<file path="src/rtl/reg_scoreboard.sv">
// reg_scoreboard
//   Tracks in-flight GPR writes between issue (ID->EX handoff) and the
//   register-file write in WB. Each GPR has a small pending-writer counter:
//   it goes up when a writing instruction issues and down when WB commits
//   the write. ID uses rj_busy/rk_busy to stall RAW hazards that forwarding
//   cannot cover.
//
// Ports
//   clk, reset               clock, synchronous active-high reset
//   issue_valid/we/dest      instruction handed from ID to EX this cycle
//   issue_ready              dest counter not saturated (r0 always ready)
//   retire_valid/dest        WB register-file write (rf_we / rf_waddr)
//   flush                    discard all pending-writer state
//   query_rj/rk              ID source operands
//   rj_busy/rk_busy          source has >=1 pending writer (registered state)
//   any_busy                 some GPR has a pending writer
//   underflow                sticky: retire seen on a zero counter
module reg_scoreboard #(
  parameter  int NREG  = 32,
  parameter  int CNT_W = 2,
  localparam int IDX_W = $clog2(NREG)
) (
  input  logic             clk,
  input  logic             reset,
  input  logic             issue_valid,
  input  logic             issue_we,
  input  logic [IDX_W-1:0] issue_dest,
  output logic             issue_ready,
  input  logic             retire_valid,
  input  logic [IDX_W-1:0] retire_dest,
  input  logic             flush,
  input  logic [IDX_W-1:0] query_rj,
  input  logic [IDX_W-1:0] query_rk,
  output logic             rj_busy,
  output logic             rk_busy,
  output logic             any_busy,
  output logic             underflow
);

  localparam logic [CNT_W-1:0] CNT_MAX = {CNT_W{1'b1}};

  logic [CNT_W-1:0] cnt     [NREG];
  logic [CNT_W-1:0] cnt_nxt [NREG];
  logic             flush_d;
  logic             inc;
  logic             dec;
  logic             same_reg;
  logic             uf_set;

  // Indices at or above NREG address no register; they only exist when
  // NREG is not a power of two.
  function automatic logic in_range(input logic [IDX_W-1:0] idx);
    return int'(idx) < NREG;
  endfunction

  function automatic logic busy_of(input logic [IDX_W-1:0] idx,
                                   input logic [CNT_W-1:0] c);
    return in_range(idx) && (idx != '0) && (c != '0);
  endfunction

  // A same-cycle retire to a saturated register deliberately does not
  // raise issue_ready; that keeps ready off the WB timing path.
  assign issue_ready = (issue_dest == '0) || !in_range(issue_dest) ||
                       (cnt[issue_dest] != CNT_MAX);

  assign inc = issue_valid && issue_we && issue_ready &&
               (issue_dest != '0) && in_range(issue_dest);
  assign dec = retire_valid && (retire_dest != '0) && in_range(retire_dest);
  assign same_reg = inc && dec && (issue_dest == retire_dest);

  // Retires right after a flush may target writers that the flush already
  // discarded, so the underflow check is masked for that one cycle.
  assign uf_set = dec && !same_reg && !flush && !flush_d &&
                  (cnt[retire_dest] == '0);

  always_comb begin
    for (int i = 0; i < NREG; i++) begin
      cnt_nxt[i] = cnt[i];
      if (i != 0 && !same_reg) begin
        if (inc && int'(issue_dest) == i)
          cnt_nxt[i] = cnt[i] + CNT_W'(1);
        if (dec && int'(retire_dest) == i && cnt[i] != '0)
          cnt_nxt[i] = cnt[i] - CNT_W'(1);
      end
    end
    cnt_nxt[0] = '0;
  end

  always_ff @(posedge clk) begin
    if (reset) begin
      for (int i = 0; i < NREG; i++) cnt[i] <= '0;
      underflow <= 1'b0;
      flush_d   <= 1'b0;
    end else begin
      flush_d <= flush;
      for (int i = 0; i < NREG; i++) cnt[i] <= flush ? '0 : cnt_nxt[i];
      if (uf_set) underflow <= 1'b1;
    end
  end

  // Queries see registered state only; WB forwarding covers the retire cycle.
  assign rj_busy = busy_of(query_rj, cnt[query_rj]);
  assign rk_busy = busy_of(query_rk, cnt[query_rk]);

  always_comb begin
    any_busy = 1'b0;
    for (int i = 1; i < NREG; i++) any_busy = any_busy || (cnt[i] != '0);
  end

endmodule

</file>
<file path="config.mk">
export PLATFORM = sky130hd
export DESIGN_NAME = reg_scoreboard
export DESIGN_NICKNAME = d
export VERILOG_FILES = /design/src/rtl/reg_scoreboard.sv
export SDC_FILE = /design/constraint.sdc
export NUM_CORES = 1
export LEC_CHECK = 0
export BUFFER_PORTS_ARGS = -buffer_cell sky130_fd_sc_hd__buf_2
export CORE_AREA = 2 2 138 73
export DETAILED_ROUTE_END_ITERATION = 16
export DIE_AREA = 0 0 140 75
export PLACE_DENSITY = 0.74
export SETUP_SLACK_MARGIN = 0.15
export SYNTH_ARGS = -nofsm -noshare
export SYNTH_HDL_FRONTEND = slang
export SYNTH_SLANG_ARGS = --single-unit
</file>
<file path="constraint.sdc">
create_clock -name clk -period 3.6 [get_ports clk]
set_input_delay 1.08 -clock clk [delete_from_list [all_inputs] [get_ports clk]]
set_output_delay 1.08 -clock clk [all_outputs]
set_load 0.01 [all_outputs]
</file>
==> results.md <==
* Cts bufs inserted at 9
* First-pass DRT Iterations at 8
* Max Cap Viol at 0
* Critical path class: primary input to output pin
* Setup crit end kind: output pin
* Most common cell after layout, fill and taps aside: buf_4
* Hold wc startpoint: underflow$_SDFFE_PP0P_
* Die area at 10500 um2
* RSZ-0062 raised after global routing: true
* Clock latency on the worst-skew pair at 0.34 ns
* Vias per cell at 7.41
* Least-Margin Pin Slew at 0.811 ns
* Worst min-delay path class: flop to flop
* Flop pwr share at 36.0%
* Worst Setup Start Kind: primary input
* Netlist cell types at 50
* Int Power at 1.45 mW
* Worst-path fanout max at 7
* Hold Crit Depth at 2
* Synthesized flop and latch total at 64
* Chip height at 75 um
* Psw at 0.533 mW
* Hold buffer count at cts at 0
* DR DRC count at 0
* Cell Pwr Density at 316 nW/um2
* Area added between synthesis and finish at 22.9%
* WP data arrival at 2.58 ns
* Final hold violations at 0
* GRT overflow at 0
* Worst hold slack at 0.470 ns
* Syn avg cell area at 8.06 um2
* Final Max Tran Viols at 0
* Mapped Nets at 658
* # diodes at 0
* Logic pwr share at 14.1%
* Wirelength, routed at 20400 um
* Lkg Pwr at 2.12 nW
* EDFF count, synth at 0
* Clock Tree Root: clkbuf_16
* Placed cells at 799
* Final net count at 721
* Max Buffers Root-to-Sink at 2
* Post-layout min period at 3.66 ns
* CTS tree: yes
* Top cell type's share of synthesized area at 25.1%
* CP max stage cell: a221o_1
* Number of global-route vias before repair at 5636
* Dpl ws at -0.364 ns
* Flop-to-flop setup slack at 0.67 ns
* DR vias at 6083
* Initial Utilization at 55.2%
* I/O Pins at 31
* All-layer global routing usage at 39.4%
* Synthesized instance count at 632
* Most common flop cell mapped by yosys: dfxtp_1
* Filler cells at 698
* Multi-input gate area at 3630 um2
* WL/cell at 24.9 um
* Failing checks: setup timing
* Worst EP required at 2.52 ns
* Site Rows at 25
* Worst stage delay on the critical path at 0.34 ns
* ANT nets after route at 0
* Initial antenna violation count at 0
* Status: finished, violations left
* Setup TNS at -0.0622 ns
* Ranking of synthesized cells by area: dfxtp_1, mux4_2, nor2_1
* CTS sink count at 64
* CP Cell Sequence: buf_12 -> buf_8 -> mux2_4 -> a221o_1 -> a32o_2 -> a22oi_2 -> buf_2
* Register area share after synthesis at 25.1%
* Post-synthesis async set-or-reset flop share at 0%
* H-Tree Depth at 3
* Clock slew at reported path FFs at 0.06 ns
* Mapped Area at 5090 um2
* Tcrit/Tclk final at 102%
* FF+latch area at 1280 um2
* Dominant cell type by area after synthesis: dfxtp_1
* Worst VDD drop at 295 uV
* Slew margin rel. at 45.9%
* Highest clock rate at 273 MHz
* Final Setup Violations at 1
* R2r startpoint: cnt[18][0]$_SDFFE_PP0P_
* Non-filler cells, final at 821
* Pwr Total at 1.98 mW
* Most frequent cells in the layout: buf_4, nor2_1, dfxtp_1, nand2_1, nor3_1
* Critical R2R Capture: cnt[24][1]$_SDFFE_PP0P_
* PortBufs at 30
* Layout cells sized above 1 at 26.9%
* Die X at 140 um
* Final HPWL DP at 15100 um
* First-pass GRT wire length at 31000 um
* R2R cell count at 9
* Setup ws final at -0.0622 ns
* Total core area at 9230 um2
* Synth warn at 0
* Final Skew at 0.00451 ns
* Iter 0 DRT Violations at 864
* Clock power frac at 49.9%
* WHS Endpoint: underflow$_SDFFE_PP0P_
* Sw frac at 26.9%
* Routability cong. at 1.07
* Pin count of the biggest net entering global routing at 38
-- through the flow --
stage	area, um2	utilization [%]
CTS	6230	67.6
finish	6260	67.8
detailed placement	5760	62.4
floorplan	5130	-
global route	6260	67.8
global placement	5760	62.4
-- cells by family (layout without fill, tap and decap cells) --
logic type	count (synthesis)	after routing	synth area share [%]
compound gates	164	164	21.9
xor+xnor	7	7	1.20
buf+inv	61	129	5.30
flops	64	64	25.1
mux	47	47	17.5
simple gates	289	289	28.9
-- state kept, by name, summed over array words and instances (netlist names) --
register,cells
flush_d,1
underflow,1
cnt,62
-- synth_stat cells, drive strengths merged, types with 2 or more instances --
| library cell | count |
|---|---|
| mux4 | 33 |
| or3 | 16 |
| o211ai | 6 |
| nor2 | 66 |
| o41ai | 5 |
| nand2 | 50 |
| o32ai | 2 |
| o21ai | 25 |
| nand2b | 8 |
| a221oi | 2 |
| and3 | 3 |
| buf | 15 |
| a21oi | 41 |
| nor3b | 5 |
| a32oi | 11 |
| inv | 5 |
| nand4 | 11 |
| a41oi | 11 |
| and2 | 20 |
| dfxtp | 64 |
| or4 | 4 |
| a211oi | 7 |
| nand3 | 16 |
| mux2i | 6 |
| a22oi | 9 |
| nor2b | 6 |
| nor4 | 30 |
| mux2 | 8 |
| nor3 | 42 |
| a2111o | 6 |
| or2 | 9 |
| a31oi | 31 |
| xnor2 | 7 |
| nand4b | 2 |
| a21boi | 3 |
| clkbuf | 41 |
-- worst max path at each step --
| stage | from | to | slack [ns] |
|---|---|---|---|
| 2_1_floorplan | issue_dest[1] | issue_ready | -0.02 |
| 3_3_place_gp | issue_dest[1] | issue_ready | -0.33 |
| 3_5_place_dp | issue_dest[1] | issue_ready | -0.36 |
| 4_1_cts | issue_dest[1] | issue_ready | -0.05 |
| 5_1_grt | issue_dest[1] | issue_ready | -0.10 |
| 6_report | issue_dest[1] | issue_ready | -0.06 |
-- critical path: cells and delay by family --
family / cells / cell delay (ns)
AOI/OAI and AO/OA: 3 / 0.78
buffers and inverters: 3 / 0.41
muxes: 1 / 0.29
-- final cells by class --
cell class / count / share of cell area [%]
Multi-Input combinational cell: 507 / 58.0
Sequential cell: 64 / 20.5
Clock buffer: 10 / 3.82
Tap cell: 121 / 2.42
Inverter: 5 / 0.300
Timing Repair Buffer: 108 / 13.6
Clock inverter: 6 / 1.46
-- power groups by stage --
stage / Combinational (mW) / Clock [mW] / Sequential [mW]
after floorplan: 0.149 / 0 / 0.728
after global placement: 0.242 / 0 / 0.728
after detailed placement: 0.245 / 0 / 0.728
after CTS: 0.264 / 0.987 / 0.712
after global routing: 0.291 / 1.02 / 0.712
final: 0.279 / 0.989 / 0.712
-- metal layers --
layer	global-route usage (%)	wire length [um]	vias to the layer above
met5	0	0	-
met4	15.6	723	0
met3	18.6	3460	100
met2	57.7	8270	557
met1	51.1	7990	2838
li1	-	-	2588
-- what timing repair did --
| item | CTS | global route |
|---|---|---|
| setup endpoints to repair | 8 | 4 |
| gates resized for setup | 27 | 5 |
| pin swaps | 6 | 4 |
| buffers inserted | 5 | 1 |
Power figures use the tool's default switching activity.
